[src/rtl/vga_console_writer.sv]
// vga_console_writer: byte-stream terminal front end that turns a character
// stream into single-cycle writes on the VGA character-memory write port,
// keeping its own cursor and handling LF, CR, BS, FF and line wrap.
module vga_console_writer #(
  parameter int         COLS   = 71,
  parameter int         ROWS   = 30,
  parameter logic [2:0] CLR_FG = 3'd7,
  parameter logic [2:0] CLR_BG = 3'd0
) (
  input  logic        clock,
  input  logic        reset,
  input  logic        in_valid,
  input  logic [7:0]  in_data,
  input  logic [2:0]  in_fg,
  input  logic [2:0]  in_bg,
  output logic        in_ready,
  output logic        cm_sel,
  output logic        cm_we,
  output logic [31:0] cm_addr,
  output logic [31:0] cm_din,
  output logic [4:0]  cur_row,
  output logic [6:0]  cur_col
);

  localparam logic [6:0] COL_MAX = 7'(COLS - 1);
  localparam logic [4:0] ROW_MAX = 5'(ROWS - 1);

  localparam logic [7:0] CH_LF = 8'h0A;
  localparam logic [7:0] CH_CR = 8'h0D;
  localparam logic [7:0] CH_BS = 8'h08;
  localparam logic [7:0] CH_FF = 8'h0C;

  typedef enum logic [1:0] {
    IDLE,
    CLR_ROW,
    CLR_ALL
  } state_t;

  state_t      state_q, state_d;
  logic [4:0]  curRow_q, curRow_d;
  logic [6:0]  curCol_q, curCol_d;
  logic [4:0]  scanRow_q, scanRow_d;
  logic [6:0]  scanCol_q, scanCol_d;
  logic        cmWe_q, cmWe_d;
  logic [31:0] cmAddr_q, cmAddr_d;
  logic [31:0] cmDin_q, cmDin_d;

  // Char-mem address of a cell: column in the upper field, row below it.
  function automatic logic [31:0] cellAddr(input logic [4:0] r, input logic [6:0] c);
    return {19'b0, c, r, 1'b0};
  endfunction

  // Char-mem data word: colours above the ASCII code.
  function automatic logic [31:0] cellData(input logic [2:0] bg, input logic [2:0] fg,
                                           input logic [7:0] ch);
    return {18'b0, bg, fg, ch};
  endfunction

  localparam logic [31:0] BLANK = {18'b0, CLR_BG, CLR_FG, 8'h20};

  // Row that the cursor moves to on a newline, wrapping at the bottom.
  logic [4:0] nextRow;
  assign nextRow = (curRow_q == ROW_MAX) ? 5'd0 : curRow_q + 5'd1;

  // Next-state logic: decide the cursor move and the write for this cycle.
  always_comb begin
    state_d   = state_q;
    curRow_d  = curRow_q;
    curCol_d  = curCol_q;
    scanRow_d = scanRow_q;
    scanCol_d = scanCol_q;
    cmWe_d    = 1'b0;
    cmAddr_d  = cmAddr_q;
    cmDin_d   = cmDin_q;

    unique case (state_q)
      IDLE: begin
        if (in_valid) begin
          if (in_data >= 8'h20 && in_data <= 8'h7E) begin
            cmWe_d   = 1'b1;
            cmAddr_d = cellAddr(curRow_q, curCol_q);
            cmDin_d  = cellData(in_bg, in_fg, in_data);
            if (curCol_q < COL_MAX) begin
              curCol_d = curCol_q + 7'd1;
            end else begin
              curRow_d  = nextRow;
              curCol_d  = 7'd0;
              scanRow_d = nextRow;
              scanCol_d = 7'd0;
              state_d   = CLR_ROW;
            end
          end else if (in_data == CH_LF) begin
            curRow_d  = nextRow;
            curCol_d  = 7'd0;
            scanRow_d = nextRow;
            scanCol_d = 7'd0;
            state_d   = CLR_ROW;
          end else if (in_data == CH_CR) begin
            curCol_d = 7'd0;
          end else if (in_data == CH_BS) begin
            if (curCol_q != 7'd0) begin
              curCol_d = curCol_q - 7'd1;
              cmWe_d   = 1'b1;
              cmAddr_d = cellAddr(curRow_q, curCol_q - 7'd1);
              cmDin_d  = BLANK;
            end
          end else if (in_data == CH_FF) begin
            curRow_d  = 5'd0;
            curCol_d  = 7'd0;
            scanRow_d = 5'd0;
            scanCol_d = 7'd0;
            state_d   = CLR_ALL;
          end
        end
      end

      CLR_ROW: begin
        cmWe_d   = 1'b1;
        cmAddr_d = cellAddr(scanRow_q, scanCol_q);
        cmDin_d  = BLANK;
        if (scanCol_q == COL_MAX) begin
          state_d = IDLE;
        end else begin
          scanCol_d = scanCol_q + 7'd1;
        end
      end

      CLR_ALL: begin
        cmWe_d   = 1'b1;
        cmAddr_d = cellAddr(scanRow_q, scanCol_q);
        cmDin_d  = BLANK;
        if (scanCol_q == COL_MAX) begin
          scanCol_d = 7'd0;
          if (scanRow_q == ROW_MAX) begin
            state_d = IDLE;
          end else begin
            scanRow_d = scanRow_q + 5'd1;
          end
        end else begin
          scanCol_d = scanCol_q + 7'd1;
        end
      end

      default: begin
        state_d = CLR_ALL;
      end
    endcase
  end

  // State and registered bus outputs; reset aborts any clear and restarts a full one.
  always_ff @(posedge clock) begin
    if (reset) begin
      state_q   <= CLR_ALL;
      curRow_q  <= 5'd0;
      curCol_q  <= 7'd0;
      scanRow_q <= 5'd0;
      scanCol_q <= 7'd0;
      cmWe_q    <= 1'b0;
      cmAddr_q  <= 32'd0;
      cmDin_q   <= 32'd0;
    end else begin
      state_q   <= state_d;
      curRow_q  <= curRow_d;
      curCol_q  <= curCol_d;
      scanRow_q <= scanRow_d;
      scanCol_q <= scanCol_d;
      cmWe_q    <= cmWe_d;
      cmAddr_q  <= cmAddr_d;
      cmDin_q   <= cmDin_d;
    end
  end

  assign in_ready = (state_q == IDLE);
  assign cm_we    = cmWe_q;
  assign cm_sel   = cmWe_q;
  assign cm_addr  = cmAddr_q;
  assign cm_din   = cmDin_q;
  assign cur_row  = curRow_q;
  assign cur_col  = curCol_q;

endmodule

[config.mk]
export PLATFORM = sky130hd
export DESIGN_NAME = vga_console_writer
export DESIGN_NICKNAME = d
export VERILOG_FILES = /design/src/rtl/vga_console_writer.sv
export SDC_FILE = /design/constraint.sdc
export NUM_CORES = 1
export LEC_CHECK = 0
export CAP_MARGIN = 0
export CORE_MARGIN = 2
export CORE_UTILIZATION = 53
export CTS_CLUSTER_SIZE = 16
export DETAILED_ROUTE_END_ITERATION = 8
export GPL_ROUTABILITY_DRIVEN = 0
export PLACE_DENSITY = 0.86
export SETUP_SLACK_MARGIN = 0.1
export SYNTH_ARGS = -nofsm -noshare
export SYNTH_HDL_FRONTEND = slang
export SYNTH_SLANG_ARGS = --single-unit
[constraint.sdc]
create_clock -name clock -period 4.05 [get_ports clock]
set_input_delay 1.215 -clock clock [delete_from_list [all_inputs] [get_ports clock]]
set_output_delay 1.215 -clock clock [all_outputs]
set_load 0.05 [all_outputs]
; Yosys cells after proc, flatten, opt, wreduce, memory -nomap -nowiden
; Cells that the tools add are included.
[totals]
reg_bits = 91
wordCells = 117
[classes]
addsub = 5
order_cmp = 3
eq_ne = 27
n_mux = 59
reduce_logical = 15
[ops]
columns = op, count
row1 = $mux 32, 12
row2 = $pmux 32 s2, 2
row3 = $mux 7, 15
row4 = $mux 5, 10
row5 = $eq 8x4->1 const B, 4
row6 = $pmux 7 s3, 1
row7 = $mux 2, 10
row8 = $reduce_and 8->1, 2
row9 = $ne 3x3->1 const B, 5
row10 = $add 7x1->7 const B, 2
row11 = $ne 2x2->1 const B, 7
row12 = $reduce_and 6->1, 2
row13 = $add 5x1->5 const B, 2
row14 = $eq 5x5->1 const B, 2
row15 = $pmux 5 s2, 1
row16 = $ge 8x6->1 const B, 1
row17 = $le 8x7->1 const B, 1
row18 = $ne 4x4->1 const B, 2
row19 = $eq 7x7->1 const B, 1
row20 = $lt 7x7->1 const B, 1
row21 = $reduce_and 7->1, 1
row22 = $reduce_bool 7->1, 1
row23 = $sub 7x1->7 const B, 1
row24 = $mux 1, 6
row25 = other kinds (14), 17

; Depth between registers and ports, before layout
[logic_depth]
word_depth = 8
ltp_mapped = 9

; Worst setup path before layout
; No wires, ideal clock.
[synth_timing]
kind = in2reg
startpoint = input in_data[1]
endpoint = register cmAddr_q[6], in the netlist cm_addr[6]
arrival_time_ps = 2409
setup_slack_ps = 1509
cell_stages = 7
n_path_buf = 1
path_cell_list = nor3_1 nand3_2 o21ai_2 a21boi_2 buf_6 a2111oi_0 nor3_1
[synth_via]
elab_chain_len = 5
word_cells_on_any_way = 14
classes_between = order compare (2) / eq/ne (7) / mux (3) / reduce/logical (2)
[synth_lines]
columns = element, line
row1 = "start, declared", 13  ; input logic [7:0] in_data,
row2 = $ge 8x6->1 / $le 8x7->1 (equally long branches), 79  ; if (in_data >= 8'h20 && in_data <= 8'h7E) begin
row3 = $logic_and 1x1->1, 79
row4 = $mux 32, 79
row5 = $mux 32, 78  ; if (in_valid) begin
row6 = $pmux 32 s2, 76  ; unique case (state_q)
row7 = "end signal, assigned", 168  ; cmAddr_q <= cmAddr_d;
row8 = "end, declared", 45  ; logic [31:0] cmAddr_q, cmAddr_d;
; Parallel ways exist; a longest one is shown, timed or not. The select of a mux whose other input is x is not followed.
; A chain may end at the register's enable or synchronous reset.

; Worst setup path after layout
[layout_timing]
startpoint = input in_data[1]
endpoint = register cmAddr_q[7], in the netlist cm_addr[7]
; The elaborated chain is that of the path after synthesis.

==> results by group <==
Power
  – Pwr/cell area: 261.4 nW/um^2
  – Worst VDD drop: 151.2 uV
  – Leak: between 1.5 and 2 nW

Synthesis
  – Synth Flop Type: dfxtp_1
  – Top cells by count, synth: dfxtp_1, a21oi_1, buf_4
  – Synth top area cells: dfxtp_1, buf_4, a21oi_1
  – EDFF count, synth: 0
  – Synth warn: 0
  – Dominant cell type by area after synthesis: dfxtp_1
  – Sequential area share after synthesis: 0.2904
  – Post-Syn Instances: between 400 and 500
  – Top-count cell post-synth: dfxtp_1
  – Syn_area_per_cell: 8.457 um^2
  – Mapped Area: ~3700 um^2
  – Yosys top cell area share: 0.2904
  – Synth Register Bits: between 50 and 60
  – Asr flop ratio synth: 0
  – Distinct cells, synth: about 70

Route
  – Routed wire length per instance: between 15 and 20 um
  – Vias post-DR: about 3400
  – Routed wire length: approximately 9200 um
  – Initial DRC count: between 200 and 300
  – DR vias/cell: slightly above 6
  – DR DRC count: 0
  – Antenna-violating nets left: 0
  – Initial DRT Pass Iterations: 5

Timing
  – Worst hold slack: 0.4774 ns
  – Worst-margin pin slew: approximately 0.85 ns
  – Max Slew Vio Count: 0
  – Setup_tns: 0 ns
  – RSZ-0062 raised after global routing: false
  – Fmax: between 300 and 400 MHz
  – Fin crit period: approximately 3.3 ns
  – Slew Limit Headroom: 0.4308
  – Final Hold Vio Count: 0
  – Crit share post-route: 0.8166
  – Layout Skew: roughly 0.0064 ns
  – Setup-failing EPs final: 0

Critical path
  – Worst r2r src: state_q[0]
  – Worst Setup EP: cm_addr[7]
  – Worst path max stage delay: between 0.5 and 0.6 ns
  – Crit. End Element: flop
  – Worst Path Max Fanout: 13
  – Worst path slowest cell: clkdlybuf4s50_1
  – CP Class: input pin to flop
  – CP startpoint: in_data[1]
  – WP data required: ~4.3 ns
  – R2R Setup Slk: approximately 1.4 ns
  – Cells along the critical path: clkdlybuf4s50_1, nor3_1, nand3_2, o21ai_2, a21bo_1, buf_4, a21oi_1, a311oi_1
  – Crit path launch type: input pin
  – Reg2reg path depth: 5
  – Arrival time at the worst endpoint: around 3.5 ns
  – R2R Path End: state_q[0]

Place
  – HPWL Detailed: between 6000 and 7000 um
  – Placed Instance Area: 4053 um^2
  – Inst Count DP: roughly 550
  – Port Buf Inserts: 57

Hold path
  – Worst hold path class: flop to flop

Finish
  – Non-Filler Instances: 555
  – Design area: approximately 4200 um^2
  – Nets: 504
  – Antenna cell count: 0
  – Share of post-route cells with drive strength above 1: 0.08842
  – Area Overhead vs Synth: 13.97%

Clock network
  – Clock sinks: 53
  – TritonCTS clock tree: yes
  – Post-CTS sizing: 0
  – Post-CTS Setup Repair Bufs: 0
  – Clk Tree Root Cell: clkbuf_8
  – Reg clk slew, reported paths: ~0.10 ns
  – Maximum buffer depth of the clock tree: 2
  – Htree depth: 2
  – Clk_lat worst skew: 0.31 ns
  – Cts hold-fix bufs: 0
  – Num CTS Buffers: 5

Job
  – Max Cap Violations: 0

Floorplan
  – Initial Utilization: 0.5438
  – Placeable Area: between 6000 and 7000 um^2
  – Die height: roughly 87 um
  – I/O pin count: 96
  – DIE WIDTH: between 80 and 90 um
  – Die area: approximately 7600 um^2
  – Row cnt: 30

Global route
  – First-pass GRT wire length: roughly 15000 um
  – Total grt overflow: 0
  – Vias in the first global route: between 3000 and 4000
  – Gr usage total: 0.2388
  – Largest net degree at the start of global routing: 33
  – Initial antenna violation count: 0

Run status
  – Outcome: finished clean
[cell families (layout without fill, tap and decap cells)]
logic type | after synthesis | count (layout) | share of synthesized area
AO/OA/AOI/OAI | 141 | 141 | 0.2753
XOR/XNOR | 9 | 9 | 0.02158
adder cells (fa/ha/maj) | 13 | 13 | 0.04452
buffers and inverters | 82 | 88 | 0.1418
flip-flops | 53 | 53 | 0.2904
multiplexers | 11 | 11 | 0.03014
other | 1 | 38 | 0.001026
AND/OR/NAND/NOR | 122 | 122 | 0.1952
[how the worst min path moves through the flow]
stage | start | end | slack, ns | cells after the start
3_3_place_gp | cm_din[11] | cm_din[11] | 0.46 | 2
6_report | cm_din[3] | cm_din[3] | 0.48 | 2
2_1_floorplan | scanCol_q[1] | cm_addr[7] | 0.50 | 2
5_1_grt | cm_din[3] | cm_din[3] | 0.50 | 2
3_5_place_dp | cm_din[3] | cm_din[3] | 0.47 | 2
4_1_cts | cm_din[3] | cm_din[3] | 0.48 | 2
[worst max-delay path, delay by kind of cell]
kind	cells	cell delay (ns)
simple gates	2	0.55
compound gates	4	1.00
buf+inv	2	0.76
[registers in the layout, summed over array words and instances, names as in the netlist]
| register | count |
|---|---|
| scanRow_q | 5 |
| scanCol_q | 7 |
| state_q | 2 |
| cm_addr | 12 |
| cur_row | 5 |
| cur_col | 7 |
| cm_sel | 1 |
| cm_din | 14 |
[power breakdown]
part,switching (mW),internal [mW]
clock network,0.186,0.186
registers,0.00661,0.528
logic,0.140,0.0417
[cells in the final DEF, fill, tap and decap left out, types with 14 or more instances in the layout]
| cell | count |
|---|---|
| conb_1 | 38 |
| clkdlybuf4s50_1 | 56 |
| nand2_1 | 20 |
| nor3_1 | 14 |
| inv_1 | 15 |
| dfxtp_1 | 53 |
| a21oi_1 | 51 |
| o21ai_0 | 23 |
| nor2_1 | 22 |
[through the flow]
| step | worst slack (ns) | power (mW) | utilization |
|---|---|---|---|
| floorplan | 1.509 | 0.7115 | - |
| global placement | 0.6298 | 0.7224 | 0.6032 |
| detailed placement | 0.4485 | 0.7248 | 0.6032 |
| CTS | 0.7761 | 1.084 | 0.6197 |
| global route | 0.5247 | 1.122 | 0.6197 |
| finish | 0.7428 | 1.088 | 0.6197 |
[metal layers]
metal / up-vias / global-route usage / routed length [um]
met4: 0 / 0.06818 / 117
met5: - / 0 / 0
li1: 1605 / - / -
met3: 18 / 0.03318 / 662
met2: 179 / 0.3893 / 4426
met1: 1612 / 0.3290 / 3965
[cell type report]
cell class | instances | area (um^2)
inverters | 16 | 60.06
flip-flops and latches | 53 | 1061
clock inverters | 2 | 38.79
multi-input cells | 334 | 2213
fillers | 562 | 2555
repair buffers | 64 | 618.1
well taps | 80 | 100.1
clock buffers | 6 | 72.57
Power figures use the tool's default switching activity.
==> RTL edit 1, RTL diff (same flow settings) <==
`cmAddr_q` no longer has a reset.
--- a/src/rtl/vga_console_writer.sv
+++ b/src/rtl/vga_console_writer.sv
@@ -156,7 +156,6 @@
       scanRow_q <= 5'd0;
       scanCol_q <= 7'd0;
       cmWe_q    <= 1'b0;
-      cmAddr_q  <= 32'd0;
       cmDin_q   <= 32'd0;
     end else begin
       state_q   <= state_d;
@@ -165,9 +164,12 @@
       scanRow_q <= scanRow_d;
       scanCol_q <= scanCol_d;
       cmWe_q    <= cmWe_d;
-      cmAddr_q  <= cmAddr_d;
       cmDin_q   <= cmDin_d;
     end
+  end
+
+  always_ff @(posedge clock) begin
+    cmAddr_q <= cmAddr_d;
   end
 
   assign in_ready = (state_q == IDLE);
Check against the original RTL: differs if reset is asserted again (counterexample within 4 cycles, from zero or initial values and one cycle with reset high); with reset held inactive, the same outputs for 4 cycles.
==> RTL edit 1 against the unedited design <==
- synthesized cell count decreased by 5.3%
- cell area decreased by 2.3%
- hold slack got worse by 11 ps
- final cell count decreased by 4.1%
- sequential cell count unchanged
- routed wire length decreased by 7.3%
- synthesized area decreased by 3.5%
- setup slack got worse by 93 ps
Power is not compared: it rests on default switching activity, and its combinational part moved more than twofold at a synthesized area within 25%.
==> RTL edit 1: results (changes against the unedited design) <==
===========================================================================
Result of the run ............................................    completed   unchanged
Largest fanout on the critical path ..........................            9   was 13
Wire length of the first global-routing pass .................      14.1 mm   was 14.8 mm
Top cells by area in the synthesized netlist ................. sky130_fd_sc_hd__dfxtp_1 (23%), sky130_fd_sc_hd__edfxtp_1 (10%), sky130_fd_sc_hd__buf_4 (8.5%)   was sky130_fd_sc_hd__dfxtp_1 (29%), sky130_fd_sc_hd__buf_4 (8.2%), sky130_fd_sc_hd__a21oi_1 (7.0%)
Fraction of layout instances using a drive strength above 1 ..        5.93%   was 8.84%
Number of global-route vias before repair ....................         2972   was 3048
DRC violation total after the first TritonRoute iteration ....          442   was 285
Number of detailed-route iterations in the first pass ........            7   was 5
Setup clock skew after layout ................................      6.00 ps   was 6.35 ps
Count of flip-flops with a built-in enable after synthesis ...           12   was 0
Number of warning messages in the yosys log ..................            0   unchanged
DP Cell Count ................................................          524   was 547
Worst setup startpoint .......................................   in_data[5]   was in_data[1]
Met1 Usage GRT ...............................................        32.4%   was 32.9%
Most used flip-flop cell after synthesis ..................... sky130_fd_sc_hd__dfxtp_1   unchanged
Fin nets .....................................................          484   was 504
Post-Synthesis Mean Instance Area ............................    8.62 um^2   was 8.46 um^2
Pre-CTS setup slack ..........................................       355 ps   was 449 ps
Startpoint of the worst hold path ............................   cm_din[10]   was cm_din[3]
Met2 Use GR ..................................................        37.4%   was 38.9%
Slew at the pin closest to its max-slew limit ................      1110 ps   was 854 ps
Unique cell type count in the Yosys netlist ..................           70   was 72
Filler instances .............................................          555   was 562
Number of vias per cell after detailed routing ...............         6.11   was 6.15
Post-route insts no fill .....................................          532   was 555
Detailed Place HPWL ..........................................      6.06 mm   was 6.57 mm
Wire length reported by the detailed router ..................      8.50 mm   was 9.17 mm
Cell area after placement ....................................    3990 um^2   was 4050 um^2
Signal arrival time at the worst endpoint ....................      3600 ps   was 3540 ps
Commonest cells post-synth ................................... sky130_fd_sc_hd__dfxtp_1 (41), sky130_fd_sc_hd__buf_4 (40), sky130_fd_sc_hd__o21ai_0 (28), sky130_fd_sc_hd__a21oi_1 (26), sky130_fd_sc_hd__inv_1 (21)   was sky130_fd_sc_hd__dfxtp_1 (53), sky130_fd_sc_hd__a21oi_1 (51), sky130_fd_sc_hd__buf_4 (40), sky130_fd_sc_hd__o21ai_0 (23), sky130_fd_sc_hd__nor2_1 (22)
Maximum number of pins on one net before global-route repair .           42   was 33
===========================================================================
==> RTL edit 1: cell types whose count changed after synthesis, sizes merged, moves of 8 or more <==
cell / before / now
a21oi: 53 / 27
dfxtp: 53 / 41
edfxtp: 0 / 12
nand4: 14 / 4
mux2i: 11 / 2
nand4b: 2 / 10
==> RTL edit 1: final cells by class <==
type / instances / share of cell area (%)
flip-flops and latches: 53 / 29.0
clock inverters: 1 / 0.0923
well taps: 77 / 2.37
inverters: 21 / 1.94
repair buffers: 63 / 15.1
multi-input cells: 310 / 49.5
clock buffers: 7 / 1.88
==> RTL edit 1: routing by layer <==
metal / wire, um / part of all wire (%)
met1: 3810 / 45
met2: 3980 / 47
met3: 600 / 7.1
met5: 0 / 0
met4: 112 / 1.3
==> RTL edit 1: worst max-delay path, stage by stage <==
cell	delay, ps
sky130_fd_sc_hd__clkdlybuf4s50_1	490
sky130_fd_sc_hd__or4b_4	590
sky130_fd_sc_hd__nor4_4	350
sky130_fd_sc_hd__a211o_1	380
sky130_fd_sc_hd__o211ai_1	220
sky130_fd_sc_hd__mux2_1	350
==> RTL edit 1: kinds of logic after synthesis <==
kind of cell | Yosys count | share of synthesized area [%]
flops | 53 | 33.5
mux | 6 | 1.85
buf+inv | 83 | 13.3
compound gates | 128 | 24.8
simple gates | 116 | 19.6
fa+ha+maj | 13 | 4.61
other cells | 1 | 0.106
xor+xnor | 9 | 2.24
==> RTL edit 1: path summary, 6_finish.rpt <==
check	end	depth (start not counted)	slack, ps
max	state_q[0]	6	650
min	cm_din[10]	2	470
max reg2reg	scanCol_q[1]	5	1200
min reg2reg	cm_din[10]	2	470
==> RTL edit 1: stage by stage <==
stage	utilization [%]	hold slack (ps)
floorplan	-	462
global route	63.7	498
finish	63.7	467
CTS	63.7	473
detailed placement	62.4	450
global placement	62.4	452
==> RTL edit 2, RTL diff (config.mk and constraints unchanged) <==
Without the edit above. `ROWS`: 30 -> 15.
--- a/src/rtl/vga_console_writer.sv
+++ b/src/rtl/vga_console_writer.sv
@@ -3,7 +3,7 @@
 // keeping its own cursor and handling LF, CR, BS, FF and line wrap.
 module vga_console_writer #(
   parameter int         COLS   = 71,
-  parameter int         ROWS   = 30,
+  parameter int         ROWS   = 15,
   parameter logic [2:0] CLR_FG = 3'd7,
   parameter logic [2:0] CLR_BG = 3'd0
 ) (
Check against the original RTL: same outputs for any inputs over 10 cycles, from zero or initial values and one cycle with reset high; that may be too few to reach the edited logic, so the function may still have changed.
==> RTL edit 2 against the unedited design <==
- sequential cell count did not move
- cell area down 3.8%
- synthesized area fell by 5.6%
- critical path type unchanged
- first-iteration DRC count shrank 50%
- routed wire length down 12%
- setup slack lost 86 ps
Power is not compared: it rests on default switching activity, and its combinational part moved more than twofold at a synthesized area within 25%.
==> RTL edit 2: results (changes against the unedited design) <==
===========================================================================
Result of the run ............................................    completed   unchanged
Worst setup startpoint .......................................   in_data[2]   was in_data[1]
Filler instances .............................................          556   was 562
Pre-CTS setup slack ..........................................       336 ps   was 449 ps
DP Cell Count ................................................          535   was 547
Sequential cell area fraction in the yosys report ............        30.8%   was 29.0%
Commonest cells post-synth ................................... sky130_fd_sc_hd__dfxtp_1 (53), sky130_fd_sc_hd__nor2_1 (50), sky130_fd_sc_hd__buf_4 (39), sky130_fd_sc_hd__a21oi_1 (31), sky130_fd_sc_hd__nand2_1 (28)   was sky130_fd_sc_hd__dfxtp_1 (53), sky130_fd_sc_hd__a21oi_1 (51), sky130_fd_sc_hd__buf_4 (40), sky130_fd_sc_hd__o21ai_0 (23), sky130_fd_sc_hd__nor2_1 (22)
Number of detailed-route iterations in the first pass ........            4   was 5
Detailed Place HPWL ..........................................      5.83 mm   was 6.57 mm
Area fraction in compound gates after synthesis ..............        18.9%   was 27.5%
Maximum number of pins on one net before global-route repair .           44   was 33
Setup clock skew after layout ................................      3.73 ps   was 6.35 ps
Unique cell type count in the Yosys netlist ..................           62   was 72
Xor-xnor portion of the synthesized cell area ................        2.29%   was 2.16%
Wire length of the first global-routing pass .................      13.4 mm   was 14.8 mm
Fin nets .....................................................          495   was 504
Length of routed wiring on met1 ..............................      3.45 mm   was 3.97 mm
Wire length reported by the detailed router ..................      8.04 mm   was 9.17 mm
Timing endpoint of the critical path ......................... scanCol_q[6]   was cm_addr[7]
Register-to-register setup slack .............................      1520 ps   was 1410 ps
Post-Synthesis Mean Instance Area ............................    8.15 um^2   was 8.46 um^2
Signal arrival time at the worst endpoint ....................      3610 ps   was 3540 ps
Worst hold margin ............................................       457 ps   was 477 ps
Fraction of layout instances using a drive strength above 1 ..        5.15%   was 8.84%
DR WL met2 ...................................................      3.98 mm   was 4.43 mm
Startpoint of the worst hold path ............................    cm_din[5]   was cm_din[3]
Met1 Usage GRT ...............................................        28.8%   was 32.9%
Endpoint of the most critical register-to-register path ...... scanCol_q[3]   was state_q[0]
===========================================================================
[RTL edit 2: layout make-up]
| class | instances | area (um^2) | share of cell area, % |
|---|---|---|---|
| clock buffers | 7 | 86.3 | 2.15 |
| clock inverters | 1 | 30.0 | 0.750 |
| inverters | 10 | 37.5 | 0.937 |
| multi-input cells | 334 | 2100 | 52.4 |
| flip-flops and latches | 53 | 1060 | 26.5 |
| well taps | 77 | 96.3 | 2.40 |
| repair buffers | 61 | 596 | 14.9 |
[RTL edit 2: critical path: stages]
cell	delay, ps
sky130_fd_sc_hd__clkdlybuf4s50_1	530
sky130_fd_sc_hd__and3_4	260
sky130_fd_sc_hd__a211o_1	350
sky130_fd_sc_hd__o311a_4	490
sky130_fd_sc_hd__nor3_4	310
sky130_fd_sc_hd__a41oi_1	170
sky130_fd_sc_hd__a311oi_1	270
